--- src/rtl/ws2812_pkg.sv ---
// ws2812 streamer shared types and defaults.
// Timing defaults assume a 50 MHz clock.
package ws2812_pkg;

  typedef enum logic [1:0] {
    IDLE,
    PREFETCH,
    SEND,
    LATCH
  } state_t;

  localparam int BITS_PER_LED = 24;

  localparam int DEF_MAX_POS   = 16;
  localparam int DEF_T0H       = 20;
  localparam int DEF_T1H       = 40;
  localparam int DEF_BIT       = 63;
  localparam int DEF_RESET     = 3000;
  localparam int DEF_PREFETCH  = 2;

  function automatic int width_of(input int n);
    return (n > 1) ? $clog2(n) : 1;
  endfunction

  function automatic int max3(input int a, input int b, input int c);
    int m;
    m = (a > b) ? a : b;
    return (m > c) ? m : c;
  endfunction

endpackage

--- src/rtl/ws2812_frame_streamer_if.sv ---
// Pixel fetch bus between the streamer and the core.
// The streamer drives the index, the core returns GRB.
interface ws2812_frame_streamer_if #(
  parameter int LED_W = 4
);

  logic [LED_W-1:0] current_led;
  logic [7:0]       led_green_intensity;
  logic [7:0]       led_red_intensity;
  logic [7:0]       led_blue_intensity;

  modport master (
    output current_led,
    input  led_green_intensity,
    input  led_red_intensity,
    input  led_blue_intensity
  );

  modport slave (
    input  current_led,
    output led_green_intensity,
    output led_red_intensity,
    output led_blue_intensity
  );

endinterface

--- src/rtl/ws2812_bit_encoder.sv ---
// One WS2812 bit period: counter plus T0H/T1H compare.
// start begins a new bit; bit_done flags its last cycle.
module ws2812_bit_encoder
  import ws2812_pkg::*;
#(
  parameter int T0H_CYCLES = DEF_T0H,
  parameter int T1H_CYCLES = DEF_T1H,
  parameter int BIT_CYCLES = DEF_BIT
) (
  input  logic clk,
  input  logic rst_n,
  input  logic start,
  input  logic bit_val,
  output logic data_out,
  output logic bit_done
);

  localparam int BW = width_of(BIT_CYCLES);

  logic [BW-1:0] cnt_q, cnt_d, thr;
  logic          val_q, val_d;
  logic          act_q, act_d;
  logic          out_d;

  assign bit_done = act_q && (cnt_q == BW'(BIT_CYCLES - 1));

  always_comb begin
    cnt_d = cnt_q + 1'b1;
    val_d = val_q;
    act_d = act_q;
    if (start) begin
      cnt_d = '0;
      val_d = bit_val;
      act_d = 1'b1;
    end else if (bit_done || !act_q) begin
      cnt_d = '0;
      act_d = 1'b0;
    end
    thr   = val_d ? BW'(T1H_CYCLES) : BW'(T0H_CYCLES);
    // line level is precomputed so data_out stays a flop
    out_d = act_d && (cnt_d < thr);
  end

  always_ff @(posedge clk or negedge rst_n) begin
    if (!rst_n) begin
      cnt_q    <= '0;
      val_q    <= 1'b0;
      act_q    <= 1'b0;
      data_out <= 1'b0;
    end else begin
      cnt_q    <= cnt_d;
      val_q    <= val_d;
      act_q    <= act_d;
      data_out <= out_d;
    end
  end

endmodule

--- src/rtl/ws2812_frame_streamer.sv ---
// Scans the core's pixels and streams them as WS2812 frames.
// current_led runs one LED ahead so LED words follow gap-free.
module ws2812_frame_streamer
  import ws2812_pkg::*;
#(
  parameter int MAX_POS         = DEF_MAX_POS,
  parameter int T0H_CYCLES      = DEF_T0H,
  parameter int T1H_CYCLES      = DEF_T1H,
  parameter int BIT_CYCLES      = DEF_BIT,
  parameter int RESET_CYCLES    = DEF_RESET,
  parameter int PREFETCH_CYCLES = DEF_PREFETCH
) (
  input  logic clk,
  input  logic rst_n,
  input  logic update_frame,
  ws2812_frame_streamer_if.master pix,
  output logic data_out,
  output logic busy,
  output logic frame_done
);

  localparam int LW = width_of(MAX_POS);
  localparam int CW = width_of(
    max3(BIT_CYCLES, RESET_CYCLES, PREFETCH_CYCLES));

  localparam logic [LW-1:0] LAST = LW'(MAX_POS - 1);
  localparam logic [LW-1:0] FIRST_NEXT =
    (MAX_POS > 1) ? LW'(1) : LW'(0);

  state_t        st_q, st_d;
  logic [CW-1:0] cnt_q, cnt_d;
  logic [23:0]   sh_q, sh_d, px;
  logic [4:0]    bi_q, bi_d;
  logic [LW-1:0] li_q, li_d;
  logic [LW-1:0] cl_q, cl_d;
  logic          pend_q, pend_d;
  logic          busy_d, fd_d;
  logic          start, bit_val, bit_done;
  int            nx;

  assign px = {pix.led_green_intensity,
               pix.led_red_intensity,
               pix.led_blue_intensity};

  assign pix.current_led = cl_q;

  always_comb begin
    st_d   = st_q;
    cnt_d  = cnt_q;
    sh_d   = sh_q;
    bi_d   = bi_q;
    li_d   = li_q;
    cl_d   = cl_q;
    pend_d = pend_q;
    start  = 1'b0;
    nx     = 0;
    if (update_frame && st_q != IDLE) pend_d = 1'b1;
    unique case (st_q)
      IDLE: begin
        cl_d = '0;
        if (update_frame) begin
          st_d  = PREFETCH;
          cnt_d = '0;
        end
      end
      PREFETCH: begin
        cnt_d = cnt_q + 1'b1;
        if (cnt_q == CW'(PREFETCH_CYCLES - 1)) begin
          st_d  = SEND;
          sh_d  = px;
          li_d  = '0;
          bi_d  = 5'd23;
          cnt_d = '0;
          cl_d  = FIRST_NEXT;
          start = 1'b1;
        end
      end
      SEND: begin
        if (bit_done) begin
          if (bi_q != 5'd0) begin
            bi_d  = bi_q - 1'b1;
            start = 1'b1;
          end else if (li_q != LAST) begin
            // inputs now hold LED li_q+1; ask for the one after
            sh_d  = px;
            li_d  = li_q + 1'b1;
            bi_d  = 5'd23;
            nx    = int'(li_q) + 2;
            cl_d  = (nx > MAX_POS - 1) ? LAST : LW'(nx);
            start = 1'b1;
          end else begin
            st_d  = LATCH;
            cnt_d = '0;
            cl_d  = '0;
          end
        end
      end
      LATCH: begin
        cnt_d = cnt_q + 1'b1;
        cl_d  = '0;
        if (cnt_q == CW'(RESET_CYCLES - 1)) begin
          cnt_d = '0;
          if (pend_q || update_frame) begin
            st_d   = PREFETCH;
            pend_d = 1'b0;
          end else begin
            st_d = IDLE;
          end
        end
      end
      default: st_d = IDLE;
    endcase
    bit_val = sh_d[bi_d];
    busy_d  = (st_d != IDLE);
    fd_d    = (st_d == LATCH) &&
              (cnt_d == CW'(RESET_CYCLES - 1));
  end

  always_ff @(posedge clk or negedge rst_n) begin
    if (!rst_n) begin
      st_q       <= IDLE;
      cnt_q      <= '0;
      sh_q       <= '0;
      bi_q       <= '0;
      li_q       <= '0;
      cl_q       <= '0;
      pend_q     <= 1'b0;
      busy       <= 1'b0;
      frame_done <= 1'b0;
    end else begin
      st_q       <= st_d;
      cnt_q      <= cnt_d;
      sh_q       <= sh_d;
      bi_q       <= bi_d;
      li_q       <= li_d;
      cl_q       <= cl_d;
      pend_q     <= pend_d;
      busy       <= busy_d;
      frame_done <= fd_d;
    end
  end

  ws2812_bit_encoder #(
    .T0H_CYCLES (T0H_CYCLES),
    .T1H_CYCLES (T1H_CYCLES),
    .BIT_CYCLES (BIT_CYCLES)
  ) u_enc (
    .clk      (clk),
    .rst_n    (rst_n),
    .start    (start),
    .bit_val  (bit_val),
    .data_out (data_out),
    .bit_done (bit_done)
  );

endmodule
--- src/flat_wrapper.sv ---
// flat-port wrapper written by rule: the top's interface ports become plain ports
module ws2812_frame_streamer_flat import ws2812_pkg::*;
#(
  parameter int MAX_POS         = DEF_MAX_POS,
  parameter int T0H_CYCLES      = DEF_T0H,
  parameter int T1H_CYCLES      = DEF_T1H,
  parameter int BIT_CYCLES      = DEF_BIT,
  parameter int RESET_CYCLES    = DEF_RESET,
  parameter int PREFETCH_CYCLES = DEF_PREFETCH
)
  (clk, rst_n, update_frame, data_out, busy, frame_done, pix_current_led, pix_led_green_intensity, pix_led_red_intensity, pix_led_blue_intensity);
  ws2812_frame_streamer_if pix_i ();
  input  logic clk;
  input  logic rst_n;
  input  logic update_frame;
  output logic data_out;
  output logic busy;
  output logic frame_done;
  output wire logic [$bits(pix_i.current_led)-1:0] pix_current_led;
  input wire logic [$bits(pix_i.led_green_intensity)-1:0] pix_led_green_intensity;
  input wire logic [$bits(pix_i.led_red_intensity)-1:0] pix_led_red_intensity;
  input wire logic [$bits(pix_i.led_blue_intensity)-1:0] pix_led_blue_intensity;
  assign pix_current_led = pix_i.current_led;
  assign pix_i.led_green_intensity = pix_led_green_intensity;
  assign pix_i.led_red_intensity = pix_led_red_intensity;
  assign pix_i.led_blue_intensity = pix_led_blue_intensity;
  ws2812_frame_streamer #(.MAX_POS(MAX_POS), .T0H_CYCLES(T0H_CYCLES), .T1H_CYCLES(T1H_CYCLES), .BIT_CYCLES(BIT_CYCLES), .RESET_CYCLES(RESET_CYCLES), .PREFETCH_CYCLES(PREFETCH_CYCLES)) u_core (.clk(clk), .rst_n(rst_n), .update_frame(update_frame), .pix(pix_i), .data_out(data_out), .busy(busy), .frame_done(frame_done));
endmodule
--- config.mk ---
export PLATFORM = sky130hd
export DESIGN_NAME = ws2812_frame_streamer_flat
export DESIGN_NICKNAME = d
export VERILOG_FILES = /design/src/rtl/ws2812_pkg.sv /design/src/rtl/ws2812_frame_streamer_if.sv /design/src/rtl/ws2812_bit_encoder.sv /design/src/rtl/ws2812_frame_streamer.sv /design/src/flat_wrapper.sv
export SDC_FILE = /design/constraint.sdc
export NUM_CORES = 1
export LEC_CHECK = 0
export ABC_AREA = 1
export BUFFER_PORTS_ARGS = -buffer_cell sky130_fd_sc_hd__clkbuf_2
export CAP_MARGIN = 20
export CELL_PAD_IN_SITES_DETAIL_PLACEMENT = 0
export CELL_PAD_IN_SITES_GLOBAL_PLACEMENT = 1
export CORE_MARGIN = 2
export CORE_UTILIZATION = 40
export DETAILED_ROUTE_END_ITERATION = 10
export PLACE_DENSITY = 0.8
export SETUP_SLACK_MARGIN = 0.1
export SLEW_MARGIN = 5
export SYNTH_ARGS = -nofsm -noshare
export SYNTH_HDL_FRONTEND = slang
export SYNTH_SLANG_ARGS = --single-unit
export TNS_END_PERCENT = 30
--- constraint.sdc ---
create_clock -name clk -period 3.9 [get_ports clk]
set_clock_uncertainty 0.2 [all_clocks]
set_input_delay 0.195 -clock clk [delete_from_list [all_inputs] [get_ports clk]]
set_output_delay 0.195 -clock clk [all_outputs]
set_load 0.01 [all_outputs]
# ---- Yosys cells after proc, flatten, opt, wreduce, memory -nomap -nowiden
# Index checks and enable logic that the tools add are counted.
dict set report totals {
  reg_bits 63
  inputBits 27
  output_inout_bits 7
}
dict set report classes {
  add_sub_neg 5
  n_lt_le_gt_ge 3
  n_eq_ne 13
  mux 53
  reduce_logical 15
}
# operator n
set op_table {}
lappend op_table {{2-to-1 mux 24 bit} 4}
lappend op_table {{2-to-1 mux 12 bit} 6}
lappend op_table {{case mux 12 bit (4 select lines)} 1}
lappend op_table {{case mux 24 bit (2 select lines)} 1}
lappend op_table {{2-to-1 mux 4 bit} 9}
lappend op_table {{greater-than comparator 32 x 5 -> 1 bit, second input constant} 1}
lappend op_table {{== test 12 bit, second input constant} 2}
lappend op_table {{2-to-1 mux 5 bit} 4}
lappend op_table {{2-to-1 mux 6 bit} 3}
lappend op_table {{2-to-1 mux 1 bit} 13}
lappend op_table {{adder 12 x 1 -> 12 bit, second input constant} 1}
lappend op_table {{== test 12 x 1 -> 1 bit, second input constant} 1}
lappend op_table {{2-to-1 mux 2 bit} 6}
lappend op_table {{case mux 4 bit (3 select lines)} 1}
lappend op_table {{case mux 5 bit (2 select lines)} 1}
lappend op_table {{case mux 2 bit (4 select lines)} 1}
lappend op_table {{case mux 4 bit (2 select lines)} 1}
lappend op_table {{adder 6 x 1 -> 6 bit, second input constant} 1}
lappend op_table {{== test 2 bit, second input constant} 3}
lappend op_table {{== test 6 bit, second input constant} 1}
lappend op_table {{less-than comparator 5 x 6 -> 1 bit, second input constant} 1}
lappend op_table {{less-than comparator 6 bit} 1}
lappend op_table {{nonzero test 2 bit} 3}
lappend op_table {{adder 4 x 2 -> 5 bit, second input constant} 1}
lappend op_table {{16 further kinds} 22}

# ---- Logic depth before layout (Yosys ltp)
dict set report depth {
  depth_word 11
  depth_mapped 23
  ltp_nobuf 22
}

# ---- Modules after synthesis
# Synthesis repeated with hierarchy kept, for this count alone.
dict set report unflattened {
  cells_unflattened 541
  area_unflattened_um2 4023.9
}
# module instances cells_each area_per_inst_um2 seq_area_each_um2
set by_module_without_submodules {}
lappend by_module_without_submodules {ws2812_frame_streamer 1 484 3543.4 1351.3}
lappend by_module_without_submodules {ws2812_bit_encoder 1 57 480.5 225.2}

# ---- Worst setup path before layout
# No wires, ideal clock.
dict set report synth_timing {
  kind {register to register}
  start {reg u_core.u_enc.cnt_q[0]}
  end {reg u_core.u_enc.data_out}
  arrival_time_ns 2.704
  slack_ns 0.923
  stages_incl_launch_ff 23
  path_buffers 1
  period_less_slack_ns 2.977
  cell_sequence {dfrtp_1 > inv_1 > ha_1 > nand2_1 > nor3_4 > nand2_4 > buf_2 > nand2_1 > nand3_1 > nand3_1 > o21ai_0 > nand2_1 > nand3_1 > nand3_1 > nand3_1 > nand3_1 > nand2_1 > nand2_1 > inv_1 > ha_1 > a21oi_1 > nand2_1 > a21oi_2}
}
dict set report synth_between {
  elab_chain_len 10
}
# item line_no
set synth_lines {}
lappend synth_lines {{start, declared} ws2812_bit_encoder.sv:20} ;# logic [BW-1:0] cnt_q, cnt_d, thr;
lappend synth_lines {{start signal, assigned} ws2812_bit_encoder.sv:51} ;# cnt_q <= cnt_d;
lappend synth_lines {{== test 6 bit *} ws2812_bit_encoder.sv:25} ;# assign bit_done = act_q && (cnt_q == BW'(BIT_CYCLES - 1));
lappend synth_lines {{logical AND 1 bit *} ws2812_bit_encoder.sv:25}
lappend synth_lines {{2-to-1 mux 24 bit / 2-to-1 mux 5 bit (equally long branches)} ws2812_frame_streamer.sv:79} ;# if (bit_done) begin
lappend synth_lines {{case mux 24 bit (2 select lines) / case mux 5 bit (2 select lines) (equally long branches)} ws2812_frame_streamer.sv:58} ;# unique case (st_q)
lappend synth_lines {{binary-select mux 1 bit (select 5 bit)} ws2812_frame_streamer.sv:113} ;# bit_val = sh_d[bi_d];
lappend synth_lines {{2-to-1 mux 1 bit (not written as such)} ws2812_frame_streamer.sv:113}
lappend synth_lines {{2-to-1 mux 1 bit *} ws2812_bit_encoder.sv:31} ;# if (start) begin
lappend synth_lines {{net u_core.u_enc.val_d} ws2812_bit_encoder.sv:21} ;# logic val_q, val_d;
lappend synth_lines {{2-to-1 mux 6 bit *} ws2812_bit_encoder.sv:39} ;# thr = val_d ? BW'(T1H_CYCLES) : BW'(T0H_CYCLES);
lappend synth_lines {{less-than comparator 6 bit *} ws2812_bit_encoder.sv:41} ;# out_d = act_d && (cnt_d < thr);
lappend synth_lines {{logical AND 1 bit *} ws2812_bit_encoder.sv:41}
lappend synth_lines {{net u_core.u_enc.out_d} ws2812_bit_encoder.sv:23} ;# logic out_d;
lappend synth_lines {{end signal, assigned} ws2812_bit_encoder.sv:54} ;# data_out <= out_d;
lappend synth_lines {{end, declared} ws2812_bit_encoder.sv:14} ;# output logic data_out,
# The timed path passes the listed nets; every way through them passes the cells marked *. The select of a mux whose other input is x is not followed.
# A chain may end at the register's enable or synchronous reset.

# ---- Worst setup path after layout
dict set report layout_timing {
  start {reg u_core.st_q[0]}
  end {reg u_core.u_enc.data_out}
}
dict set report layout_between {
  elab_chain_len 8
}
# item line_no
set layout_lines {}
lappend layout_lines {{start, declared} ws2812_frame_streamer.sv:30} ;# state_t st_q, st_d;
lappend layout_lines {{start signal, assigned} ws2812_frame_streamer.sv:131} ;# st_q <= st_d;
lappend layout_lines {{== test 2 bit / == test 2 x 1 -> 1 bit (equally long branches)} ws2812_frame_streamer.sv:58}
lappend layout_lines {{case mux 24 bit (2 select lines) / case mux 5 bit (2 select lines) (equally long branches)} ws2812_frame_streamer.sv:58}
lappend layout_lines {{binary-select mux 1 bit (select 5 bit)} ws2812_frame_streamer.sv:113}
lappend layout_lines {{2-to-1 mux 1 bit (not written as such)} ws2812_frame_streamer.sv:113}
lappend layout_lines {{2-to-1 mux 1 bit *} ws2812_bit_encoder.sv:31}
lappend layout_lines {{net u_core.u_enc.val_d} ws2812_bit_encoder.sv:21}
lappend layout_lines {{2-to-1 mux 6 bit *} ws2812_bit_encoder.sv:39}
lappend layout_lines {{less-than comparator 6 bit *} ws2812_bit_encoder.sv:41}
lappend layout_lines {{logical AND 1 bit *} ws2812_bit_encoder.sv:41}
lappend layout_lines {{net u_core.u_enc.out_d} ws2812_bit_encoder.sv:23}
# Marks and branches as above.

==> results.md <==
- CP startpoint kind: flip-flop
- Reg2Reg Setup Slack: 0.48 ns
- Setup_tns: 0 ns
- Layout cells sized above 1: 0.118
- # fillers: 1179
- Area after DPL: 5010 um2
- Worst path required time: 3.96 ns
- Synthesis-stage register bit count: 63
- Fin. Hold Viols: 0
- Period utilization: 0.878
- First-pass GRT wire length: 22.2 mm
- Synth Area in XOR/XNOR: 0.0130
- DR top layer: met4
- Fin Hold WS: 0.0430 ns
- Yosys top cell area share: 0.334
- Slew margin rel.: 0.657
- Port Buffers: 33
- Dpl cells: 871
- Crit path time final: 3.42 ns
- Ant. Diodes: 0
- Synth-to-Final Area Change: 14.9%
- RD Place Congestion: 0.916
- IO Pins: 34
- CTS clk-pin slew, worst paths: 0.05 ns
- Yosys cell types: 42
- CP max-delay cell: dfrtp_1
- RSZ-0062 raised after global routing: no
- Gate Count Post-Synth: 709
- Layout Cells excl Fill: 891
- Syn Std Cell Area: 4730 um2
- Final Worst Setup Slack: 0.476 ns
- Met1 wire length: 6.10 mm
- Reg2reg end: u_core.u_enc.data_out
- Status: complete, no violations
- Half-perimeter wire length after placement: 9.35 mm
- Vias/cell: 5.31
- Die area: 12700 um2
- Total track usage: 0.217
- Compound-Gate Fraction of Synth Area: 0.117
- Antenna violations before repair: 0
- Worst r2r src: u_core.st_q[0]
- Clk buf depth: 2
- Design Area, Final: 5430 um2
- Metal3 WL: 750 um
- Fin. max-slew vios: 0
- Tightest Hold Check Type: input port to async pin
- Vias in the first global route: 4551
- Slew @ Worst Pin: 0.514 ns
- Ys async rst share: 1.00
- Initial Utilization: 0.412
- Router iterations before antenna repair: 5
- Crit path kind: flip-flop to flip-flop
- Rows: 39
- Synth area leader: dfrtp_1
- Final ANT Viol Nets: 0
- CP Max Fanout: 18
- Cell Pwr Density: 852 nW/um2
- Global route overflow: 0
- Top post-synthesis cells by area: dfrtp_1 (33%), nand3_1 (15%), nand2_1 (13%), inv_1 (10%), o21ai_0 (4.3%)
- Die Y-Extent: 113 um
- Seq/Total Area, Yosys: 0.334
- Die W: 113 um
- Root buffer cell: clkbuf_16
- Simple-gate share of the synthesized area: 0.358
- Main synth FF type: dfrtp_1
- Met2 wire length: 6.16 mm
- CTS H-tree depth: 3
- Total CTS buffers: 9
- Syn Nets: 751
- Routed wire per std cell: 14.8 um
- Max VDD drop: 308 uV
- Most common cell in the netlist: nand2_1
- Critical path cell sequence: inv_1 -> ha_2 -> buf_4 -> buf_4 -> nand3_1 -> nand3_1 -> o21ai_0 -> nand2_1 -> nand3_1 -> nand3_1 -> nand3_1 -> nand3_1 -> nand2_1 -> nand2_1 -> inv_1 -> ha_1 -> a21oi_1 -> nand2_1 -> a21oi_2
- Crit path DAT: 3.48 ns
- Core area: 11500 um2
- Fmax: 292 MHz
- Place WS: 0.342 ns
- Largest family of logic cells by synthesized area: simple AND/OR/NAND/NOR gates
- DRT iter0 DRCs: 377
- Synth Area in Adders: 0.0397
- Leak: 2.83 nW
- Clock Sinks: 63
- Layout Nets: 785
- Total number of vias: 4733
- Ys Warns: 0
- Overall Power: 4.63 mW
- Worst-Skew Late Latency: 0.33 ns
- Setup crit end kind: flip-flop
- Mean Syn Cell Area: 6.67 um2
- # Max-Cap Violations: 0
- Synth cell count leaders: nand2_1 (165), nand3_1 (137), inv_1 (127)
- Post-synth EDFFs: 0
- CTS tree: done
- DRC: 0
- # setup viols final: 0
- CP max stage delay: 0.42 ns
- Final WL: 13.2 mm
- Post-synthesis mux area share: 0
- Largest net degree at the start of global routing: 38
- R2R depth: 19
- Most common cell on crit path: nand3_1
- Post-layout util: 0.474
==> what timing repair did <==
item | 4_1_cts | 5_1_grt
endpoints found under the setup margin | 0 | 1
buffers inserted | 0 | 1
gates resized for setup | 0 | 4
hold buffers | 2 | 0
hold endpoints to repair | 37 | 0
==> worst max-delay path by stage <==
| stage | from | to | slack (ns) | cells after the start |
|---|---|---|---|---|
| final | u_core.st_q[0] | u_core.u_enc.data_out | 0.48 | 19 |
| after global routing | u_core.st_q[0] | u_core.u_enc.data_out | 0.11 | 19 |
| after CTS | u_core.st_q[0] | u_core.u_enc.data_out | 0.31 | 19 |
| after detailed placement | u_core.st_q[0] | u_core.u_enc.data_out | 0.34 | 19 |
| after global placement | u_core.st_q[0] | u_core.u_enc.data_out | 0.42 | 19 |
| after floorplan | u_core.u_enc.cnt_q[0] | u_core.u_enc.data_out | 0.92 | 22 |
==> cells by family after synthesis <==
kind of cell,Yosys count
buffers and inverters,157
DFF,63
xor gates and xnor gates,7
and+or+nand+nor,376
adders and majority gates,15
AOI/OAI and AO/OA,91
==> per-layer routing <==
layer	track usage	up-vias
li1	-	2370
met1	0.294	2187
met2	0.354	159
met3	0.0305	17
met4	0.0772	0
met5	0	-
==> layout by cell type, fill, tap and decap left out, types with 3 or more instances in the layout <==
cell and count:
o21ai_1 4, a21oi_1 15, nand4_1 7, clkbuf_2 33, o211ai_2 4, ha_1 14, clkbuf_8 4, o211ai_1 5
inv_1 127, nor2_4 3, xor2_1 5, clkbuf_16 9, nor3b_1 3, buf_4 14, nand3_1 137, o22ai_1 5
nor3_1 6, o21ai_0 41, nor2_2 3, dfrtp_1 63, nor2_1 43, nand2_1 165, a21oi_2 3
==> flip-flops by register name, indices dropped and copies added (netlist names), 2 cells and up <==
signal / cells
u_core.st_q: 2
u_core.sh_q: 24
u_core.pix.current_led: 4
u_core.li_q: 4
u_core.cnt_q: 12
u_core.bi_q: 5
u_core.u_enc.cnt_q: 6
==> where the power goes <==
group	internal (mW)	switching (mW)	total [mW]
Combinational	0.884	1.79	2.68
Sequential	0.897	0.138	1.04
Clock	0.629	0.285	0.915
Total	2.41	2.22	4.63
==> layout make-up <==
class                   count  area [um2]  share of cell area
clock buffers              14         284              0.0523
clock inverters             2        60.1              0.0111
inverters                 129         484              0.0891
multi-input cells         489        2520               0.463
flip-flops and latches     63        1580               0.290
well taps                 143         179              0.0329
repair buffers             51         330              0.0608
==> worst max-delay path, delay by kind of cell, from the launching register on <==
kind                     cells  cell delay [ns]
buffers and inverters        4             0.76
AND/OR/NAND/NOR             10             0.89
flip-flops                   1             0.42
AO/OA/AOI/OAI                3             0.42
adder cells (fa/ha/maj)      2             0.65
Power figures use the tool's default switching activity.
